$ cat src/rtl/mac_pipe_acc.sv
`default_nettype none
// ============================================================================
// mac_pipe_acc : signed 16x16 multiply-accumulate, 32-bit accumulator,
//                two-stage pipeline (registered product, registered acc).
// Optional feature macro: MAC_SATURATE_EN (clamp MAC overflow instead of wrap)
// Revision: 1.0
// ============================================================================
module mac_pipe_acc (
   input  logic        clk,
   input  logic        rst,
   input  logic        en,
   input  logic [15:0] X,
   input  logic [15:0] Y,
   input  logic        acc_load,
   input  logic [31:0] Z,
   output logic [31:0] Result
);

   typedef enum logic [1:0] {
      OP_NOP  = 2'd0,
      OP_LOAD = 2'd1,
      OP_MAC  = 2'd2
   } op_e;

   op_e                op_d, op_q;
   logic signed [31:0] x_ext, y_ext;
   logic signed [31:0] prod_d, prod_q;
   logic        [31:0] z_d, z_q;
   logic        [31:0] acc_d, acc_q;

`ifdef MAC_SATURATE_EN
   // Bits 32 and 31 of the sign-extended sum disagree exactly on overflow.
   logic [32:0] sum_w;
   assign sum_w = {acc_q[31], acc_q} + {prod_q[31], prod_q};
`else
   logic [31:0] sum_w;
   assign sum_w = acc_q + prod_q;
`endif

   // Stage 1: op decode (LOAD wins over MAC) and exact signed product.
   always_comb begin
      op_d = OP_NOP;
      if (en) begin
         op_d = acc_load ? OP_LOAD : OP_MAC;
      end
      x_ext  = {{16{X[15]}}, X};
      y_ext  = {{16{Y[15]}}, Y};
      prod_d = x_ext * y_ext;
      z_d    = Z;
   end

   // Stage 2: accumulate.
   always_comb begin
      acc_d = acc_q;
      case (op_q)
         OP_LOAD: acc_d = z_q;
         OP_MAC: begin
`ifdef MAC_SATURATE_EN
            if (sum_w[32] != sum_w[31]) begin
               acc_d = sum_w[32] ? 32'h8000_0000 : 32'h7FFF_FFFF;
            end else begin
               acc_d = sum_w[31:0];
            end
`else
            acc_d = sum_w;
`endif
         end
         default: acc_d = acc_q;
      endcase
   end

   always_ff @(posedge clk or negedge rst) begin
      if (!rst) begin
         op_q   <= OP_NOP;
         prod_q <= '0;
         z_q    <= '0;
         acc_q  <= '0;
      end else begin
         op_q   <= op_d;
         prod_q <= prod_d;
         z_q    <= z_d;
         acc_q  <= acc_d;
      end
   end

   assign Result = acc_q;

endmodule
`default_nettype wire

$ cat config.mk
export PLATFORM = sky130hd
export DESIGN_NAME = mac_pipe_acc
export DESIGN_NICKNAME = d
export VERILOG_FILES = /design/src/rtl/mac_pipe_acc.sv
export SDC_FILE = /design/constraint.sdc
export NUM_CORES = 1
export LEC_CHECK = 0
export CORE_MARGIN = 2
export CORE_UTILIZATION = 50
export CTS_CLUSTER_DIAMETER = 200
export DETAILED_ROUTE_END_ITERATION = 6
export GPL_TIMING_DRIVEN = 0
export PLACE_DENSITY = 0.75
export SLEW_MARGIN = 20
export SYNTH_ARGS = -nofsm -noshare
export SYNTH_HDL_FRONTEND = slang
export SYNTH_SLANG_ARGS = --single-unit
$ cat constraint.sdc
create_clock -name clk -period 6.27 [get_ports clk]
set_clock_uncertainty 0.05 [all_clocks]
set_input_delay 1.254 -clock clk [delete_from_list [all_inputs] [get_ports clk]]
set_output_delay 1.254 -clock clk [all_outputs]
set_load 0.03 [all_outputs]
# Yosys cells after proc, flatten, opt, wreduce, memory -nomap -nowiden
# Cells that the tools add are included.
# totals
elab_cells	12
regBits	98
out_inout_bits	32
# classes
n_mux	3
addsub	1
n_eq_ne	2
reduce_logical	1
multipliers	1
# op_table
op	n
$pmux 32 s2	1
$add 32x32->32	1
$mul 16x16->32	1
$mux 2	2
$eq 2x1->1 const B	1
$eq 2x2->1 const B	1
$reduce_bool 2->1	1

# Longest topological paths before layout
# Gate-level depths: netlist of run 1.
# depth
word_depth	2
mapped_depth	24
ltp_nobuf	23

# Worst setup path after synthesis of run 1
# OpenSTA, ideal clock, no wires.
# synth_path
kind	input to register
startpoint	in Y[7]
endpoint	reg prod_q[31]
arrival_time_ns	6.706
slack_ns	-0.611
stages	24
cell_sequence	clkbuf_1 > nand2_1 > fa_1 > inv_1 > fa_1 > inv_1 > fa_1 > inv_1 > fa_1 > fa_1 > inv_1 > fa_1 > inv_1 > ha_1 > a21o_1 > a21oi_1 > o21bai_1 > a21o_1 > a221oi_1 > nand2b_1 > a211oi_1 > nor3_1 > o21ai_1 > xnor2_1
# synth_between
elab_chain_cells	1
# synth_lines
element	line	text
start: declaration	13	input logic [15:0] Y,
$mul 16x16->32	48	prod_d = x_ext * y_ext;
named net prod_d[31]	27	logic signed [31:0] prod_d, prod_q;
end signal: assignment	80	prod_q <= prod_d;
end: declaration	27	
# The timed path passes the listed nets, and every way through them passes these cells.
# A chain may end at the register's enable or synchronous reset.

# Worst setup path in the final report of run 1
# layout_path
startpoint	in X[12]
endpoint	reg prod_q[28]
# layout_between
elab_chain_cells	1
# layout_lines
element	line	text
start: declaration	12	input logic [15:0] X,
$mul 16x16->32	48	
named net prod_d[28]	27	
# The timed path passes the listed nets, and every way through them passes these cells.

==> key figures, run 1 <==
Min path
  • Worst Min Path Start: Result[11]$_DFFE_PN0P_
  • Worst hold path type: reg2reg

Finish
  • Reg area: 0.00245 sq mm
  • N_diodes: 0
  • Layout cells sized above 1: 14.4%
  • Area of the multi-input gates: 0.0111 sq mm
  • Final nets: 2128
  • Area growth from synthesis to layout: 21.5%
  • Filler instances: 2358

Timing
  • Max Fclk: 151 MHz
  • RSZ-0062 raised after global routing: true
  • Period utilisation layout: 106%
  • Hold Slack: 476 ps
  • Worst-Margin Slew: 831 ps
  • Final Hold Vio Count: 0
  • Setup_tns: -2630 ps
  • Pins Over Slew Limit: 0
  • Min Tclk post-route: 6620 ps
  • Relative slew margins: 44.6%
  • Final setup fails: 11
  • PnR worst setup slack: -346 ps

Logic synthesis
  • Mapped Area: 0.0146 sq mm
  • Register area share after synthesis: 16.8%
  • Synth cell types: 63
  • Synth top cells by count: 334 x inv_1, 263 x fa_1, 159 x nand2_1
  • Dominant cells by area after synthesis: fa_1 36%, dfrtp_1 17%, ha_1 9.7%
  • Cell accounting for the most synthesized area: fa_1
  • Ys Warns: 0
  • Mapped Nets: 1963
  • FFs w/ async S/R, synth: 100%
  • Leading cell type by number of instances after synthesis: inv_1
  • Yosys top cell area share: 36.0%
  • Post-synth EDFFs: 0
  • FF+latch count, synth: 98
  • Synthesized area per cell: 9.64 sq um
  • Mapped Cells: 1518
  • Top_reg_cell synth: dfrtp_1

Clocking
  • Root Driver: clkbuf_16
  • Maximum clock insertion buffer count: 2
  • Worst-Skew Late Latency: 340 ps
  • CTS tree: yes
  • CTS Buf Count: 9
  • Reg clk slew, reported paths: 70 ps
  • H-tree depth: 3
  • Clock sinks: 98

Worst setup path
  • Worst setup path class: in2reg
  • Endpoint class of the critical path: flip-flop
  • Reg-to-reg startpoint: Result[5]$_DFFE_PN0P_
  • Crit start category: primary input
  • Worst path arrival time: 6820 ps
  • Data required, critical path: 6480 ps
  • Max FO, Critical Path: 7
  • Critical Path Start: X[12]

GRT
  • GRT overflow: 0
  • First-pass GRT wire length: 58.9 mm
  • Antenna violations before repair: 1
  • Vias in the first global route: 11600
  • Aggregate global-route resource usage: 24.6%
  • Largest net degree at the start of global routing: 76

Floorplanning
  • Ports: 100
  • CORE AREA: 0.0288 sq mm
  • Die Wd: 175 um
  • Core Rows: 62
  • Initial core utilization: 50.8%
  • Die area: 0.0306 sq mm
  • Vert. Die Dim: 175 um

Run status
  • Status: finished with violations
  • Failing checks: negative setup slack

Routing
  • Remaining antenna violation count: 0
  • Initial drt markers: 603
  • DRC viols: 0
  • Via/cell ratio: 5.34
  • Post-DR wirelength/cell: 17.8 um
  • Drt first pass iters: 5
  • DRT Wirelength: 36.8 mm
  • Routed via count: 11100

Flow run
  • Max-cap violations: 0

Place
  • Post-DP HPWL: 29.0 mm
  • Setup slack at placement: -1680 ps
  • Port bufs: 99
  • RePlAce Congestion: 0.949
## area by class of cell
cell class                 instances  share of cell area, %
sequential                        98                   13.8
inverter                         334                   7.09
clock inverter                     6                  0.514
clock buffer                      10                   1.29
tap                              384                   2.70
buffer                            45                   3.54
timing repair buffer             155                   8.44
multi-input combinational       1040                   62.6
## cell families after synthesis
| family | count (synthesis) | share of synthesized area, % |
|---|---|---|
| compound gates | 199 | 9.13 |
| xor+xnor | 65 | 3.89 |
| fa+ha+maj | 377 | 45.7 |
| buf+inv | 380 | 9.94 |
| flops | 98 | 16.8 |
| mux | 25 | 1.73 |
| simple gates | 374 | 12.8 |
## what timing repair did
action	4_1_cts	5_1_grt
pin swaps	37	34
hold buffers	0	0
setup buffers	40	13
gates cloned	1	1
resized for setup	267	73
endpoints found under the setup margin	21	15
## registers in the layout, indices dropped and copies added (netlist names)
name,flops
op_q,2
prod_q,32
z_q,32
Result,32
## worst max-delay path, stage by stage
cell and delay, ps:
buf_2 180, clkbuf_8 190, buf_4 140, nand2_1 70, fa_1 560, inv_1 60
fa_1 480, fa_1 620, fa_1 470, fa_1 510, inv_1 50, fa_1 480
inv_1 50, ha_2 320, a21o_1 180, a21o_1 170, a21oi_1 150, nor2b_1 60
o21ai_0 150, a32o_2 250, o21bai_1 80, a21oi_1 190, xnor2_1 160
## cell usage in the layout, fill, tap and decap left out, types with 41 or more instances in the layout
cell type        count
buf_4               47
fa_1               254
inv_1              319
nand2_1            153
clkdlybuf4s50_1     67
a21oi_1             41
ha_1                98
dfrtp_1             98
and2_1             117
xnor2_1             46
## final timing paths
path / end / slack, ps / cells after the start
setup reg to reg: Result[30]$_DFFE_PN0P_ / 2900 / 11
setup / recovery: prod_q[28]$_DFF_PN0_ / -350 / 23
hold reg to reg: Result[11]$_DFFE_PN0P_ / 480 / 2
min in group asynchronous: z_q[31]$_DFF_PN0_ / 710 / 1
hold / removal: Result[11]$_DFFE_PN0P_ / 480 / 2
max in group asynchronous: Result[5]$_DFFE_PN0P_ / 4830 / 2
## per-layer routing
metal	track usage (%)	vias to the layer above	routed length (um)
li1	-	4982	-
met3	3.89	88	2160
met4	6.77	0	1140
met1	31.6	5640	14500
met2	43.3	349	19000
met5	0	-	0
## through the flow
step	cell area (sq um)	utilization, %	std cells
finish	17800	61.8	2072
floorplan	14900	-	1518
CTS	17500	60.8	2058
global route	17800	61.8	2072
detailed placement	16400	56.9	2002
global placement	16300	56.8	2001
Power of run 1 is left out: the tool's default activity adds up to more than one toggle a clock period on the data nets, which glitch-free logic cannot reach.
==> run 2, diff against run 1 <==
--- a/config.mk
+++ b/config.mk
@@ -9,7 +9,6 @@
 export CORE_UTILIZATION = 50
 export CTS_CLUSTER_DIAMETER = 200
 export DETAILED_ROUTE_END_ITERATION = 6
-export GPL_TIMING_DRIVEN = 0
 export PLACE_DENSITY = 0.75
 export SLEW_MARGIN = 20
 export SYNTH_ARGS = -nofsm -noshare
==> run 2 against run 1 <==
The run still ends with negative setup slack left. Register-to-register slack got worse by 20 ps. Cell area rose by 3.0%. Non-clock buffer count rose by 99. Sequential cell count did not move. Sequential share of layout area fell by 0.40 points. Routed wire length fell by 8.2%. Worst hold slack got worse by 13 ps. Critical path type unchanged. Largest cell class unchanged. Highest routed layer unchanged.
==> key figures, run 2 (synthesis gave the netlist of run 1 again) <==
Run status
  • Status: finished with violations
  • Failing checks: negative setup slack

Floorplanning
  • Core Rows: 62
  • CORE AREA: 0.0288 sq mm
  • Die area: 0.0306 sq mm
  • Vert. Die Dim: 175 um
  • Ports: 100
  • Initial core utilization: 50.8%
  • Die Wd: 175 um

Routing
  • Via/cell ratio: 5.18
  • Initial drt markers: 571
  • Drt first pass iters: 5
  • DRT Wirelength: 33.8 mm
  • Post-DR wirelength/cell: 15.6 um
  • Routed via count: 11200
  • Remaining antenna violation count: 0
  • DRC viols: 0

Clocking
  • Clock sinks: 98
  • Reg clk slew, reported paths: 70 ps
  • CTS tree: yes
  • Root Driver: clkbuf_16
  • Maximum clock insertion buffer count: 2
  • Hold Buf Count CTS: 0
  • Worst-Skew Late Latency: 340 ps
  • CTS Buf Count: 9
  • H-tree depth: 3

Worst setup path
  • Crit start category: primary input
  • Reg2Reg Depth: 11
  • Data required, critical path: 6480 ps
  • Max FO, Critical Path: 6
  • Worst path arrival time: 6710 ps
  • Endpoint class of the critical path: flip-flop
  • Reg-to-reg startpoint: Result[5]$_DFFE_PN0P_
  • Critical Path Start: Y[4]
  • Worst setup path class: in2reg

Finish
  • Area growth from synthesis to layout: 25.2%
  • Most frequent cells in the layout: 309 x inv_1, 249 x fa_1, 162 x buf_4, 148 x nand2_1, 107 x and2_1
  • Layout cells sized above 1: 21.5%
  • Final nets: 2227
  • Final Cell Area: 0.0183 sq mm
  • N_diodes: 0
  • Filler instances: 2250
  • Commonest non-fill, non-tap cell in the layout: inv_1

Timing
  • Min Tclk post-route: 6500 ps
  • Period utilisation layout: 104%
  • Final setup fails: 11
  • Pins Over Slew Limit: 0
  • PnR worst setup slack: -227 ps
  • Final Hold Vio Count: 0
  • Worst-Margin Slew: 1060 ps
  • Relative slew margins: 29.2%
  • RSZ-0062 raised after global routing: true
  • Hold Slack: 462 ps
  • Max Fclk: 154 MHz

GRT
  • Antenna violations before repair: 0
  • First-pass GRT wire length: 57.1 mm
  • Aggregate global-route resource usage: 22.9%
  • GRT overflow: 0
  • Vias in the first global route: 12200
  • Largest net degree at the start of global routing: 66

Place
  • RePlAce Congestion: 0.864
  • Post-DP HPWL: 27.7 mm
  • Port bufs: 99
  • DP Area: 0.0173 sq mm

Min path
  • Hold Path Depth: 2
  • Worst hold path type: reg2reg
  • Worst Min Path Start: z_q[25]$_DFF_PN0_

Flow run
  • Max-cap violations: 0
## run 2: cell types whose count changed in the layout (fill, tap and decap cells not counted), sizes merged
cell / delta
clkinv: +2
clkinvlp: -3
clkbuf: -33
clkdlybuf4s15: -1
inv: +3
bufinv: -2
buf: +128
dlygate4sd2: +5
## run 2: cell type report
class,count,area [sq um],share of cell area (%)
flip-flops and latches,98,2450,13.4
repair buffers,299,2600,14.2
well taps,384,480,2.62
multi-input cells,1040,11300,61.5
inverters,334,1250,6.84
clock inverters,6,42.5,0.232
clock buffers,10,229,1.25
## run 2: critical path: stages
cell	delay (ps)
buf_8	100
buf_8	130
and2_4	140
fa_1	530
inv_1	60
fa_2	540
fa_1	400
inv_1	80
fa_1	420
fa_1	490
inv_1	50
fa_1	480
inv_1	60
ha_4	270
and2_4	140
nand4_1	100
or3_4	370
a31oi_4	240
nand3_2	100
a32o_2	280
o2111ai_2	220
a21oi_2	90
xnor2_1	170
## run 2: per-layer routing
layer | part of all wire (%) | GRT usage [%]
met5 | 0 | 0
met1 | 40 | 28.5
met3 | 3.0 | 2.26
met2 | 55 | 42.7
met4 | 2.1 | 5.59
## run 2: final timing paths
check                                         end  slack (ps)
setup / recovery             prod_q[30]$_DFF_PN0_        -230
hold / removal             Result[25]$_DFFE_PN0P_         460
setup reg to reg           Result[30]$_DFFE_PN0P_        2880
hold reg to reg            Result[25]$_DFFE_PN0P_         460
min in group asynchronous       z_q[28]$_DFF_PN0_         870
max in group asynchronous    prod_q[13]$_DFF_PN0_        4230
## run 2: repair_timing
| action | in CTS | in global routing |
|---|---|---|
| setup buffers | 25 | 6 |
| pin swaps | 104 | 66 |
| cloned | 3 | 0 |
| gates resized for setup | 206 | 76 |
| setup endpoints to repair | 19 | 16 |
## run 2: through the flow
stage / TNS, ps / instances / setup slack, ps / util, %
floorplan: -1570 / 1518 / -293 / -
global placement: -14980 / 2126 / -1010 / 60.1
detailed placement: -17140 / 2126 / -1100 / 60.1
CTS: -1930 / 2169 / -247 / 63.0
global route: -3260 / 2171 / -349 / 63.6
finish: -1310 / 2171 / -227 / 63.6
Power of run 2 is left out for the same reason.
